$ cat config.mk
export PLATFORM = sky130hd
export DESIGN_NAME = dmem_arbiter
export DESIGN_NICKNAME = d
export VERILOG_FILES = /design/src/rtl/dmem_arbiter_pkg.sv /design/src/rtl/dmem_arbiter.sv
export SDC_FILE = /design/constraint.sdc
export NUM_CORES = 1
export LEC_CHECK = 0
export CAP_MARGIN = 40
export CORE_AREA = 2 2 90 92
export DETAILED_ROUTE_END_ITERATION = 8
export DIE_AREA = 0 0 92 94
export PLACE_DENSITY = 0.76
export SLEW_MARGIN = 10
export SYNTH_ARGS = -nofsm -noshare
export SYNTH_HDL_FRONTEND = slang
export SYNTH_SLANG_ARGS = --single-unit
$ cat constraint.sdc
create_clock -name clk -period 4.6 [get_ports clk]
set_input_delay 0.92 -clock clk [delete_from_list [all_inputs] [get_ports clk]]
set_output_delay 0.92 -clock clk [all_outputs]
set_load 0.01 [all_outputs]
$ cat src/rtl/dmem_arbiter_pkg.sv
// rtl/dmem_arbiter_pkg.sv - shared encodings for the data-memory arbiter
package dmem_arbiter_pkg;

   typedef enum logic [1:0] {
      ARB   = 2'd0,
      DRAIN = 2'd1,
      LOCK  = 2'd2
   } arb_state_e;

   localparam logic [1:0] SIZE_BYTE = 2'b01;
   localparam logic [1:0] SIZE_HALF = 2'b10;
   localparam logic [1:0] SIZE_WORD = 2'b11;

   localparam logic OWNER_CPU = 1'b0;
   localparam logic OWNER_DBG = 1'b1;

endpackage

$ cat src/rtl/dmem_arbiter.sv
// rtl/dmem_arbiter.sv - CPU/debug data-memory arbiter with debug lock
// Optional DMEM_ARB_ROUND_ROBIN_EN: alternate simultaneous requests instead of CPU-first.
module dmem_arbiter
   import dmem_arbiter_pkg::*;
#(
   parameter int ADDR_WIDTH = 5
) (
   input  logic                  clk,
   input  logic                  i_rst,
   input  logic                  i_cpu_req,
   input  logic                  i_cpu_wen,
   input  logic [ADDR_WIDTH-1:0] i_cpu_addr,
   input  logic [31:0]           i_cpu_din,
   input  logic [1:0]            i_cpu_size,
   input  logic                  i_dbg_req,
   input  logic                  i_dbg_wen,
   input  logic [ADDR_WIDTH-1:0] i_dbg_addr,
   input  logic [31:0]           i_dbg_din,
   input  logic [1:0]            i_dbg_size,
   input  logic                  i_dbg_lock,
   output logic                  o_cpu_gnt,
   output logic                  o_dbg_gnt,
   output logic                  o_cpu_rvalid,
   output logic                  o_dbg_rvalid,
   output logic [31:0]           o_cpu_rdata,
   output logic [31:0]           o_dbg_rdata,
   output logic                  o_locked,
   output logic                  o_mem_wen,
   output logic                  o_mem_ren,
   output logic [ADDR_WIDTH-1:0] o_mem_waddr,
   output logic [ADDR_WIDTH-1:0] o_mem_raddr,
   output logic [31:0]           o_mem_din,
   output logic [1:0]            o_mem_size,
   input  logic [31:0]           i_mem_dout
);

   arb_state_e state_q;
   logic       locked_q;
   logic       rd_pend_q, rd_pend_d;
   logic       rd_owner_q, rd_owner_d;
   logic       cpu_gnt, dbg_gnt, any_gnt, sel_wen;
   logic       dbg_first;
   logic       cpu_rvalid, dbg_rvalid;

`ifdef DMEM_ARB_ROUND_ROBIN_EN
   logic prefer_dbg_q;

   assign dbg_first = prefer_dbg_q;

   always_ff @(posedge clk) begin
      if (i_rst) begin
         prefer_dbg_q <= 1'b0;
      end else if (cpu_gnt) begin
         prefer_dbg_q <= 1'b1;
      end else if (dbg_gnt) begin
         prefer_dbg_q <= 1'b0;
      end
   end
`else
   assign dbg_first = 1'b0;
`endif

   // Grants are withheld during reset and in the cycle ARB sees the lock request.
   always_comb begin
      cpu_gnt = 1'b0;
      dbg_gnt = 1'b0;
      if (!i_rst) begin
         case (state_q)
            ARB: begin
               if (!i_dbg_lock) begin
                  if (i_dbg_req && (dbg_first || !i_cpu_req)) begin
                     dbg_gnt = 1'b1;
                  end else begin
                     cpu_gnt = i_cpu_req;
                  end
               end
            end
            LOCK:    dbg_gnt = i_dbg_req;
            default: ;
         endcase
      end
   end

   assign any_gnt = cpu_gnt | dbg_gnt;
   assign sel_wen = dbg_gnt ? i_dbg_wen : i_cpu_wen;

   always_comb begin
      o_mem_wen   = 1'b0;
      o_mem_ren   = 1'b0;
      o_mem_waddr = '0;
      o_mem_raddr = '0;
      o_mem_din   = '0;
      o_mem_size  = '0;
      if (any_gnt) begin
         o_mem_wen   = sel_wen;
         o_mem_ren   = ~sel_wen;
         o_mem_waddr = dbg_gnt ? i_dbg_addr : i_cpu_addr;
         o_mem_raddr = dbg_gnt ? i_dbg_addr : i_cpu_addr;
         o_mem_din   = dbg_gnt ? i_dbg_din  : i_cpu_din;
         o_mem_size  = dbg_gnt ? i_dbg_size : i_cpu_size;
      end
   end

   assign rd_pend_d  = any_gnt & ~sel_wen;
   assign rd_owner_d = dbg_gnt ? OWNER_DBG : OWNER_CPU;

   // An outstanding read is answered in the ARB exit cycle itself, so DRAIN lasts one cycle.
   always_ff @(posedge clk) begin
      if (i_rst) begin
         state_q    <= ARB;
         locked_q   <= 1'b0;
         rd_pend_q  <= 1'b0;
         rd_owner_q <= OWNER_CPU;
      end else begin
         rd_pend_q  <= rd_pend_d;
         rd_owner_q <= rd_owner_d;
         case (state_q)
            ARB: begin
               if (i_dbg_lock) begin
                  state_q  <= rd_pend_q ? DRAIN : LOCK;
                  locked_q <= ~rd_pend_q;
               end
            end
            DRAIN: begin
               state_q  <= LOCK;
               locked_q <= 1'b1;
            end
            LOCK: begin
               if (!i_dbg_lock) begin
                  state_q  <= ARB;
                  locked_q <= 1'b0;
               end
            end
            default: begin
               state_q  <= ARB;
               locked_q <= 1'b0;
            end
         endcase
      end
   end

   // Reset kills a response that is due in the same cycle.
   assign cpu_rvalid = rd_pend_q & (rd_owner_q == OWNER_CPU) & ~i_rst;
   assign dbg_rvalid = rd_pend_q & (rd_owner_q == OWNER_DBG) & ~i_rst;

   assign o_cpu_gnt    = cpu_gnt;
   assign o_dbg_gnt    = dbg_gnt;
   assign o_cpu_rvalid = cpu_rvalid;
   assign o_dbg_rvalid = dbg_rvalid;
   assign o_cpu_rdata  = cpu_rvalid ? i_mem_dout : 32'd0;
   assign o_dbg_rdata  = dbg_rvalid ? i_mem_dout : 32'd0;
   assign o_locked     = locked_q;

endmodule

======== Word level (Yosys, flattened, before mapping) ========
Index checks and enable logic that the tools add are counted.
word-level totals
  output and inout bits ................... 115
  flip-flop bits (word level) ............. 5
  input bits .............................. 117
cells by class
  equality and inequality tests ........... 4
  reduce and logical (&&, ||, !) cells .... 4
  muxes and demuxes ....................... 27
  bitwise operators ....................... 10
operator list
  kind                count
  $mux 32             4
  $mux 1              13
  $mux 2              5
  $mux 5              2
  $pmux 2 s3          1
  $and 1x1->1         5
  $ne 2x2->1 const B  2
  $not 1->1           4
  $pmux 1 s3          1
  $eq 2x1->1 const B  1
  $eq 2x2->1 const B  1
  $logic_not 2->1     1
  $pmux 1 s2          1
  $reduce_and 2->1    1
  $logic_and 1x1->1   1
  $logic_not 1->1     1
  $or 1x1->1          1

======== Longest topological paths before layout ========
Gate-level depths: netlist of run 1.
  depth in word-level cells ............... 9
  mapped depth ............................ 5

======== Worst setup path after synthesis of run 1 ========
No wires, ideal clock.
  path kind ............................... input-to-output
  start point ............................. input i_cpu_req
  end point ............................... output o_mem_waddr[4]
  setup slack ............................. 1.800 ns
  stages on the path ...................... 5
  data required time ...................... 3.680 ns
  arrival ................................. 1.880 ns
  cell sequence ........................... nor2b_1 > o221ai_1 > buf_2 > a21oi_1 > buf_4
between the ends
  longest elaborated chain between the ends .. 8
ends and longest elaborated chain
  item                                  RTL line            source
  from (decl)                           dmem_arbiter.sv:10  input logic i_cpu_req,
  $logic_not 1->1                       dmem_arbiter.sv:71  if (i_dbg_req && (dbg_first || !i_cpu_req)) begin
  $logic_and 1x1->1                     dmem_arbiter.sv:71
  $mux 1                                dmem_arbiter.sv:71
  $mux 1                                dmem_arbiter.sv:70  if (!i_dbg_lock) begin
  $pmux 1 s2 or $mux 1 (tied branches)  dmem_arbiter.sv:68  case (state_q)
  $mux 1                                dmem_arbiter.sv:67  if (!i_rst) begin
  $mux 5 or $or 1x1->1 (tied branches)  --
  $mux 5 (*)                            --
  to (decl)                             dmem_arbiter.sv:30  output logic [ADDR_WIDTH-1:0] o_mem_waddr,
Every way passes the cells marked *; elsewhere a longest branch is shown, timed or not.

======== Worst setup path after layout of run 1 ========
  start point ............................. input i_dbg_lock
  end point ............................... output o_mem_waddr[0]
between the ends
  longest elaborated chain between the ends .. 5
ends and longest elaborated chain
  item                                  RTL line                                source
  from (decl)                           dmem_arbiter.sv:20                      input logic i_dbg_lock,
  $mux 1                                dmem_arbiter.sv:70
  $pmux 1 s2 or $mux 1 (tied branches)  dmem_arbiter.sv:68
  $mux 1                                dmem_arbiter.sv:67
  $mux 5 or $or 1x1->1 (tied branches)  dmem_arbiter.sv:97, dmem_arbiter.sv:84
  $mux 5 (*)                            dmem_arbiter.sv:94                      if (any_gnt) begin
Marks and branches as above.

==> results_tabular.tex, run 1 <==
\begin{tabular}{lr}
\hline
Metric & Value \\
\hline
\multicolumn{2}{l}{\textbf{Power}} \\
\quad Post-layout total power & 0.000385 W \\
\quad Sequential share of power & 0.101 \\
\quad Net switching power of the design & 0.000129 W \\
\quad Clock network fraction of total power & 0.198 \\
\quad Internal Pwr Total & 0.000256 W \\
\quad Sw frac & 0.335 \\
\quad Proportion of power drawn by combinational gates & 0.701 \\
\quad Worst IR drop on VDD & 39.8 uV \\
\quad Static Leakage & between 1 and 1.5 nW \\
\quad Cell Pwr Density & around 100 nW/um\^{}2 \\
\multicolumn{2}{l}{\textbf{Route}} \\
\quad DRT Pass-1 Iters & 4 \\
\quad DRC & 0 \\
\quad Detailed-route vias per instance & $\sim$4.7 \\
\quad Wire length after detailed routing & approximately 8.3 mm \\
\quad Total number of vias & $\sim$2,600 \\
\quad Final routed wire length divided by cell count & 15.1 um \\
\quad Post-detailed-route count of antenna-violating nets & 0 \\
\quad Number of DRC markers in iteration 0 & between 60 and 70 \\
\multicolumn{2}{l}{\textbf{Worst setup path}} \\
\quad Startpoint of the lowest-slack register-to-register path & state\_q[1] \\
\quad Flop2flop setup slack & roughly 2.9 ns \\
\quad Max Fanout on Critical Path & 30 \\
\quad Class of the most critical setup path & input port to primary output \\
\quad Critical Path AT & 3.17 ns \\
\quad Depth of the most critical reg-to-reg path & 4 \\
\quad Critical Path RT & 3.68 ns \\
\quad CP startpoint kind & input port \\
\quad CP Capture Type & primary output \\
\quad Capturing point of the worst reg2reg path & rd\_pend\_q \\
\multicolumn{2}{l}{\textbf{CTS}} \\
\quad Number of hold buffers added after CTS & 0 \\
\quad TritonCTS sink count & 4 \\
\quad CTS tree & built \\
\quad Register clock-pin slew on the reported worst setup and hold paths & 0.03 ns \\
\quad \# Post-CTS Setup Buffers & 0 \\
\quad Root buffer cell & sky130\_fd\_sc\_hd\_\_clkbuf\_8 \\
\quad Latest clock arrival within the worst-skew pair & 0.22 ns \\
\quad Deepest clock path buffer count & 2 \\
\quad Number of clock buffers inserted by TritonCTS & 3 \\
\quad H-tree lvl count & 1 \\
\quad Resized cells post-CTS & 0 \\
\multicolumn{2}{l}{\textbf{Global route}} \\
\quad Total Routing Usage GR & 0.171 \\
\quad Total congestion overflow after global routing & 0 \\
\quad Pin count of the biggest net entering global routing & 43 \\
\quad Initial antenna violation count & 0 \\
\quad Number of global-route vias before repair & between 2,000 and 2,500 \\
\quad First-pass GRT wire length & about 12 mm \\
\multicolumn{2}{l}{\textbf{Worst hold path}} \\
\quad WHS Path Cells & 2 \\
\quad Worst hold endpoint & state\_q[1] \\
\quad Type of the worst min-delay path & register to register \\
\quad Startpoint of the most critical hold path & state\_q[0] \\
\multicolumn{2}{l}{\textbf{STA}} \\
\quad Minimum clock period after layout & 4.09 ns \\
\quad Slew at the pin closest to its max-slew limit & 0.673 ns \\
\quad Setup-failing EPs final & 0 \\
\quad Slew Limit Fails & 0 \\
\quad Number of endpoints with negative hold slack in the final report & 0 \\
\quad Sum Neg Setup Slack & 0 ns \\
\quad Unrepaired setup endpoints after global routing & no \\
\quad Top achievable clock speed & 244 MHz \\
\quad Final Skew & 0.00571 ns \\
\quad Relative slew margins & 0.551 \\
\quad Part of the cycle the worst path needs & 0.890 \\
\quad Crit path setup slack, layout & 0.508 ns \\
\multicolumn{2}{l}{\textbf{Placement}} \\
\quad Global placement routability congestion & between 0.8 and 0.9 \\
\quad Post-placement worst setup slack & 0.516 ns \\
\quad Placed standard-cell area & 3780 um\^{}2 \\
\quad HPWL after DPL & 6.60 mm \\
\quad Port Buffers & 231 \\
\multicolumn{2}{l}{\textbf{Synth}} \\
\quad Post-Synthesis Net Count & 356 \\
\quad Count of distinct cell types in the synthesized netlist & 25 \\
\quad Synthesized area divided by synthesized cell count & 5.89 um\^{}2 \\
\quad Register bit total from synthesis & 4 \\
\quad Yosys warning total & 0 \\
\quad Sequential area share after synthesis & 0.0568 \\
\quad Syn Std Cell Area & 1410 um\^{}2 \\
\quad Gate count after technology mapping & 239 \\
\multicolumn{2}{l}{\textbf{Floorplanning}} \\
\quad Core ar. & 7610 um\^{}2 \\
\quad Effective utilization at floorplan & 0.185 \\
\quad Total die area & 8650 um\^{}2 \\
\quad Number of standard-cell rows in the floorplan & 32 \\
\quad X dimension of the die & 92 um \\
\quad Vertical die dimension & 94 um \\
\quad Ports placed on the boundary & 232 \\
\multicolumn{2}{l}{\textbf{Cells and area}} \\
\quad Area growth, synth to finish & 171\% \\
\quad Layout cells sized above 1 & 0.0357 \\
\quad Final nets & $\sim$570 \\
\quad Layout filler cell count & 726 \\
\quad Post-layout instance area & roughly 3800 um\^{}2 \\
\quad Inserted Diodes & 0 \\
\multicolumn{2}{l}{\textbf{Outcome}} \\
\quad Status & finished clean \\
\multicolumn{2}{l}{\textbf{Run}} \\
\quad Max capacitance violation total & 0 \\
\hline
\end{tabular}
## cell type report
cell class / count / area, um^2 / area share
well taps: 102 / 128 / 0.0334
inverters: 2 / 7.51 / 0.00197
multi-input cells: 202 / 1170 / 0.307
flip-flops and latches: 4 / 80.1 / 0.0210
clock buffers: 3 / 41.3 / 0.0108
repair buffers: 237 / 2390 / 0.626
## logic make-up after synthesis
family          Yosys count  synth area share
simple gates            117             0.496
compound gates           85             0.315
buf+inv                  33             0.131
flops                     4            0.0568
## cells in the mapped netlist, drive strengths merged
| cell | number | share of area |
|---|---|---|
| nor2b | 1 | 0.0044 |
| nor3b | 2 | 0.018 |
| a21oi | 41 | 0.15 |
| a211o | 1 | 0.0062 |
| and4 | 1 | 0.0062 |
| inv | 2 | 0.0053 |
| and3b | 3 | 0.019 |
| o21ba | 1 | 0.0071 |
| buf | 16 | 0.083 |
| and2 | 64 | 0.28 |
| o221ai | 1 | 0.0062 |
| nor2 | 3 | 0.0080 |
| and3 | 1 | 0.0044 |
| nand2 | 1 | 0.0027 |
| o21ai | 40 | 0.14 |
| o21bai | 1 | 0.0053 |
| dfxtp | 4 | 0.057 |
| clkbuf | 15 | 0.043 |
| or3b | 1 | 0.0080 |
| nand3 | 40 | 0.14 |
## worst max path at each step
stage	end	slack, ns	depth (start not counted)	startpoint
4_1_cts	o_mem_waddr[0]	0.51	6	i_dbg_lock
5_1_grt	o_mem_waddr[3]	0.42	6	i_dbg_lock
3_5_place_dp	o_mem_waddr[0]	0.52	6	i_dbg_lock
2_1_floorplan	o_mem_waddr[4]	1.80	5	i_cpu_req
3_3_place_gp	o_mem_ren	0.51	5	i_cpu_req
6_report	o_mem_waddr[0]	0.51	6	i_dbg_lock
## registers in the layout, summed over array words and instances (netlist names)
register / count
state_q: 2
rd_owner_q: 1
rd_pend_q: 1
## cell usage in the layout, fill, tap and decap left out, types with 2 or more instances in the layout
master	n
sky130_fd_sc_hd__clkbuf_8	3
sky130_fd_sc_hd__o21ai_1	38
sky130_fd_sc_hd__clkdlybuf4s50_1	231
sky130_fd_sc_hd__dfxtp_1	4
sky130_fd_sc_hd__and3b_1	3
sky130_fd_sc_hd__inv_1	2
sky130_fd_sc_hd__nand3_1	40
sky130_fd_sc_hd__a21oi_1	41
sky130_fd_sc_hd__buf_4	4
sky130_fd_sc_hd__nor2_1	3
sky130_fd_sc_hd__and2_1	64
## power by group through the flow
stage,registers (W),clock network [W],logic (W)
floorplan,0.0000386,0,0.0000948
global placement,0.0000390,0,0.000264
detailed placement,0.0000392,0,0.000270
CTS,0.0000387,0.0000779,0.000272
global route,0.0000390,0.0000782,0.000288
finish,0.0000387,0.0000763,0.000270
## metrics by stage
stage                     cells  utilization  hold slack, ns
after floorplan             239            -           0.482
after global placement      546        0.493           0.534
after detailed placement    547        0.496           0.548
after CTS                   550        0.502           0.555
after global routing        550        0.502           0.578
final                       550        0.502           0.552
## critical path, cell delays in order
cell	delay, ns
sky130_fd_sc_hd__clkdlybuf4s50_1	0.53
sky130_fd_sc_hd__o21ba_2	0.59
sky130_fd_sc_hd__buf_12	0.22
sky130_fd_sc_hd__o21ai_1	0.08
sky130_fd_sc_hd__a21oi_1	0.23
sky130_fd_sc_hd__clkdlybuf4s50_1	0.59
## per-layer routing
metal / global-route usage / wire, um
met4: 0.0473 / 125
met5: 0 / 0
met2: 0.331 / 4280
met1: 0.182 / 3040
met3: 0.0457 / 874
(Power assumes the default switching activity.)
==> run 2: changes to the inputs <==
--- a/config.mk
+++ b/config.mk
@@ -6,10 +6,10 @@
 export NUM_CORES = 1
 export LEC_CHECK = 0
 export CAP_MARGIN = 40
-export CORE_AREA = 2 2 90 92
+export CORE_AREA = 5 5 88 90
 export DETAILED_ROUTE_END_ITERATION = 8
-export DIE_AREA = 0 0 92 94
-export PLACE_DENSITY = 0.76
+export DIE_AREA = 0 0 93 95
+export PLACE_DENSITY = 0.83
 export SLEW_MARGIN = 10
 export SYNTH_ARGS = -nofsm -noshare
 export SYNTH_HDL_FRONTEND = slang
==> results_tabular.tex, run 2 (same netlist as run 1, synthesis figures left out) <==
\begin{tabular}{lr}
\hline
Metric & Value \\
\hline
\multicolumn{2}{l}{\textbf{Outcome}} \\
\quad Status & finished clean \\
\multicolumn{2}{l}{\textbf{STA}} \\
\quad Unrepaired setup endpoints after global routing & no \\
\quad Minimum clock period after layout & 4.07 ns (-0.0231 ns) \\
\quad Part of the cycle the worst path needs & 0.885 (-0.00502) \\
\quad Smallest hold slack & 0.567 ns (+0.0153 ns) \\
\quad Top achievable clock speed & 246 MHz (+0.57\%) \\
\quad Relative slew margins & 0.546 (-0.00486) \\
\quad Number of endpoints with negative hold slack in the final report & 0 (unchanged) \\
\quad Slew at the pin closest to its max-slew limit & 0.680 ns (+0.00683 ns) \\
\quad Final Skew & 0.00415 ns (-0.00156 ns) \\
\quad Sum Neg Setup Slack & 0 ns (unchanged) \\
\quad Crit path setup slack, layout & 0.531 ns (+0.0231 ns) \\
\quad Slew Limit Fails & 0 (unchanged) \\
\quad Setup-failing EPs final & 0 (unchanged) \\
\multicolumn{2}{l}{\textbf{Floorplanning}} \\
\quad Core ar. & 6980 um\^{}2 (-8.2\%) \\
\quad Effective utilization at floorplan & 0.202 (+0.0166) \\
\quad Total die area & 8840 um\^{}2 (+2.2\%) \\
\quad Ports placed on the boundary & 232 (unchanged) \\
\quad Vertical die dimension & 95 um (+1.1\%) \\
\quad Number of standard-cell rows in the floorplan & 31 (-3.1\%) \\
\quad X dimension of the die & 93 um (+1.1\%) \\
\multicolumn{2}{l}{\textbf{CTS}} \\
\quad Resized cells post-CTS & 0 (unchanged) \\
\quad Latest clock arrival within the worst-skew pair & 0.22 ns (about the same) \\
\quad Deepest clock path buffer count & 2 (unchanged) \\
\quad Register clock-pin slew on the reported worst setup and hold paths & 0.03 ns (about the same) \\
\quad TritonCTS sink count & 4 (unchanged) \\
\quad Number of hold buffers added after CTS & 0 (unchanged) \\
\quad Root buffer cell & sky130\_fd\_sc\_hd\_\_clkbuf\_8 \\
\quad Number of clock buffers inserted by TritonCTS & 3 (unchanged) \\
\quad CTS tree & built \\
\quad \# Post-CTS Setup Buffers & 0 (unchanged) \\
\quad H-tree lvl count & 1 (unchanged) \\
\multicolumn{2}{l}{\textbf{Worst hold path}} \\
\quad Type of the worst min-delay path & register to register \\
\quad Startpoint of the most critical hold path & rd\_pend\_q \\
\quad WHS Path Cells & 1 (-1) \\
\quad Worst hold endpoint & state\_q[0] \\
\multicolumn{2}{l}{\textbf{Worst setup path}} \\
\quad Class of the most critical setup path & input port to primary output \\
\quad CP startpoint kind & input port \\
\quad Depth of the most critical reg-to-reg path & 3 (-1) \\
\quad Startpoint of the lowest-slack register-to-register path & state\_q[0] \\
\quad Critical Path AT & 3.15 ns (-0.02 ns) \\
\quad Capturing point of the worst reg2reg path & rd\_pend\_q \\
\quad Flop2flop setup slack & 3.08 ns (+0.18 ns) \\
\quad CP Capture Type & primary output \\
\quad Critical Path RT & 3.68 ns (about the same) \\
\quad Max Fanout on Critical Path & 23 (-23\%) \\
\multicolumn{2}{l}{\textbf{Cells and area}} \\
\quad Max FFs per register & 2 (unchanged) \\
\quad Largest registers & state\_q: 2 flops, rd\_owner\_q: 1 flops, rd\_pend\_q: 1 flops \\
\quad Most frequent cells in the layout & 231 x sky130\_fd\_sc\_hd\_\_clkdlybuf4s50\_1, 64 x sky130\_fd\_sc\_hd\_\_and2\_1, 41 x sky130\_fd\_sc\_hd\_\_a21oi\_1 \\
\quad Most common cell after layout, fill and taps aside & sky130\_fd\_sc\_hd\_\_clkdlybuf4s50\_1 \\
\quad Final nets & 567 (unchanged) \\
\quad Post-layout util & 0.543 (+0.0414) \\
\quad Inserted Diodes & 0 (unchanged) \\
\quad Area growth, synth to finish & 169\% \\
\quad Register bank with the most flops & state\_q \\
\quad Layout cells sized above 1 & 0.0357 (unchanged) \\
\multicolumn{2}{l}{\textbf{Global route}} \\
\quad Pin count of the biggest net entering global routing & 43 (unchanged) \\
\quad Initial antenna violation count & 0 (unchanged) \\
\quad First-pass GRT wire length & 12.4 mm (+2.9\%) \\
\quad Total congestion overflow after global routing & 0 (unchanged) \\
\quad Total Routing Usage GR & 0.176 (+0.00490) \\
\quad Number of global-route vias before repair & 2,425 (+1.3\%) \\
\multicolumn{2}{l}{\textbf{Route}} \\
\quad Final routed wire length divided by cell count & 16.5 um (+9.0\%) \\
\quad Total number of vias & 2,535 (-2.5\%) \\
\quad DRT Pass-1 Iters & 4 (unchanged) \\
\quad Post-detailed-route count of antenna-violating nets & 0 (unchanged) \\
\quad Detailed-route vias per instance & 4.78 (+1.1\%) \\
\quad Wire length after detailed routing & 8.73 mm (+5.0\%) \\
\quad DRC & 0 (unchanged) \\
\quad Number of DRC markers in iteration 0 & 92 (+44\%) \\
\multicolumn{2}{l}{\textbf{Power}} \\
\quad Cell Pwr Density & 101 nW/um\^{}2 (+0.11\%) \\
\quad Worst IR drop on VDD & 55.2 uV (+39\%) \\
\quad Static Leakage & 1.34 nW (about the same) \\
\multicolumn{2}{l}{\textbf{Placement}} \\
\quad Global placement routability congestion & 0.861 (-0.12\%) \\
\quad HPWL after DPL & 7.09 mm (+7.5\%) \\
\quad Post-placement worst setup slack & 0.527 ns (+0.0103 ns) \\
\quad Port Buffers & 231 (unchanged) \\
\multicolumn{2}{l}{\textbf{Run}} \\
\quad Max capacitance violation total & 0 (unchanged) \\
\hline
\end{tabular}
[run 2: cell counts in the layout (fill, tap and decap cells not counted)]
Identical to the previous run, type by type.
[run 2: critical path: stages]
cell and delay (ns):
sky130_fd_sc_hd__clkdlybuf4s50_1 0.54, sky130_fd_sc_hd__o21ba_2 0.47, sky130_fd_sc_hd__buf_4 0.34, sky130_fd_sc_hd__o21ai_1 0.10, sky130_fd_sc_hd__a21oi_1 0.21, sky130_fd_sc_hd__clkdlybuf4s50_1 0.57
[run 2: worst max-delay path by stage]
stage	start	endpoint	slack [ns]
global placement	i_cpu_req	o_mem_ren	0.50
floorplan	i_cpu_req	o_mem_waddr[4]	1.80
detailed placement	i_dbg_lock	o_mem_din[11]	0.53
finish	i_dbg_lock	o_mem_din[12]	0.53
CTS	i_dbg_lock	o_mem_din[12]	0.51
global route	i_cpu_req	o_mem_din[12]	0.34
[run 2: final cells by class]
type,count,area (um^2)
Clock buffer,3,41.3
Tap cell,82,103
Inverter,2,7.51
Sequential cell,4,80.1
Timing Repair Buffer,237,2390
Fill cell,638,3190
Multi-Input combinational cell,202,1170
[run 2: power by group]
| part | internal [W] | leakage (nW) | switching, W | total (W) |
|---|---|---|---|---|
| logic | 0.000163 | 1.29 | 0.000107 | 0.000270 |
| registers | 0.0000366 | 0.0328 | 0.00000210 | 0.0000387 |
| clock network | 0.0000558 | 0.0216 | 0.0000183 | 0.0000741 |
[run 2: metal layers]
metal / up-vias / routed length (um) / GRT usage
met4: 0 / 206 / 0.0647
met1: 1116 / 3320 / 0.188
li1: 1250 / - / -
met2: 157 / 4330 / 0.330
met5: - / 0 / 0
met3: 12 / 880 / 0.0486
[run 2: through the flow]
stage / total power [W] / cells / cell area (um^2)
floorplan: 0.000133 / 239 / 1410
global placement: 0.000303 / 526 / 3720
detailed placement: 0.000309 / 527 / 3750
CTS: 0.000388 / 530 / 3790
global route: 0.000406 / 530 / 3790
finish: 0.000383 / 530 / 3790
==> variant (settings of run 1) <==
The parameter `ADDR_WIDTH` goes from 5 to 3.
--- a/src/rtl/dmem_arbiter.sv
+++ b/src/rtl/dmem_arbiter.sv
@@ -3,7 +3,7 @@
 module dmem_arbiter
    import dmem_arbiter_pkg::*;
 #(
-   parameter int ADDR_WIDTH = 5
+   parameter int ADDR_WIDTH = 3
 ) (
    input  logic                  clk,
    input  logic                  i_rst,
Ports: changed (resized i_cpu_addr, i_dbg_addr, o_mem_raddr and o_mem_waddr); port bits go from 232 to 224. The function was not compared with the original's and may differ.
==> variant against run 1 <==
Sequential share of layout area is 0.092 points higher. Global-route usage is 1.3 points lower. Power is 6.8% lower. Combinational power is 8.9% lower. Final area is 4.2% lower. Sequential cell count stayed put. Wire length is 7.1% lower. Utilization is 2.1 points lower. Die area stayed put. Worst setup slack better by 0.18 ns. Synthesized area is 5.0% lower. Clock power is 3.3% lower. Largest cell class unchanged. Highest routed layer unchanged.
==> variant: results (changes against run 1) <==
* Drt first-iter violations at 117 (+83%)
* CP arrival at 2.99 ns (-0.18 ns)
* Worst vdd ir at 0.0000408 V (+2.6%)
* Register area share after synthesis at 0.0598 (+0.00297)
* Area post-placement at 0.00362 sq mm (-4.2%)
* GPL Wtd Cong at 0.810 (-6.0%)
* Vias in the first global route at 2315 (-3.3%)
* Max FO, Critical Path at 40 (+33%)
* CP delay by family, top: buffers and inverters
* Global-route wire length before repair at 11.4 mm (-5.2%)
* Top post-synthesis cells by area: and2_1 30%, a21oi_1 15%, nand3_1 14%
* Internal power at 0.242 mW (-5.4%)
* Via count at 2468 (-5.1%)
* Largest net degree at the start of global routing at 41 (-4.7%)
* DP Worst Slack at 0.700 ns (+0.183 ns)
* R2R Setup Slk at 3.14 ns (+0.24 ns)
* Worst Clk Skew at 0.00111 ns (-0.00461 ns)
* Layout cells sized above 1 at 0.0369 (+0.00115)
* # nets final at 549 (-3.2%)
* Rel. slew slack at 0.712 (+0.161)
* GRT Total Usage at 0.158 (-0.0132)
* Routed wire length at 7.72 mm (-7.1%)
* Synth Area in Compound Gates at 0.317 (+0.00155)
* R2r worst-path depth at 4 (unchanged)
* PortBufs at 223 (-3.5%)
* Lkg Pwr at 1.29 nW (-3.8%)
* Status: finished clean
* # fillers at 753 (+3.7%)
* Most frequent cells after synthesis: 64 x and2_1, 39 x a21oi_1, 38 x nand3_1, 37 x o21ai_0, 17 x clkbuf_1
* Synth unique cells at 24 (-4.0%)
[variant: stage by stage]
step	power, mW	cells	hold WS [ns]
final	0.359	536	0.544
after global routing	0.379	536	0.563
after CTS	0.359	536	0.542
after detailed placement	0.284	533	0.529
after global placement	0.282	533	0.514
after floorplan	0.122	231	0.473
[variant: worst max-delay path by stage]
stage	startpoint	end	slack, ns	depth (start not counted)
CTS	i_rst	o_mem_ren	0.68	5
floorplan	i_rst	o_mem_waddr[0]	1.82	5
global placement	i_rst	o_mem_ren	0.74	5
finish	i_rst	o_mem_ren	0.69	5
detailed placement	i_rst	o_mem_ren	0.70	5
global route	i_rst	o_mem_waddr[1]	0.61	6
[variant: area by class of cell]
class | instances | share of cell area
Timing Repair Buffer | 229 | 0.623
Multi-Input combinational cell | 196 | 0.307
Inverter | 2 | 0.00205
Sequential cell | 4 | 0.0219
Clock buffer | 3 | 0.0113
Tap cell | 102 | 0.0349
[variant: per-layer routing]
metal | part of all wire | track usage | vias up
met4 | 0.0062 | 0.0261 | 0
met2 | 0.51 | 0.301 | 143
li1 | - | - | 1205
met5 | 0 | 0 | -
met3 | 0.093 | 0.0329 | 6
met1 | 0.39 | 0.184 | 1114
[variant: cell families (layout without fill, tap and decap cells)]
group                  count (synthesis)  count (layout)
AND/OR/NAND/NOR                      115             115
AO/OA/AOI/OAI                         81              81
buffers and inverters                 31             234
flip-flops                             4               4
[variant: power by group through the flow]
| stage | clock [mW] | sequential (mW) | combinational [mW] |
|---|---|---|---|
| CTS | 0.0734 | 0.0386 | 0.247 |
| finish | 0.0738 | 0.0385 | 0.246 |
| global route | 0.0758 | 0.0387 | 0.264 |
| floorplan | 0 | 0.0386 | 0.0835 |
| global placement | 0 | 0.0388 | 0.243 |
| detailed placement | 0 | 0.0390 | 0.245 |
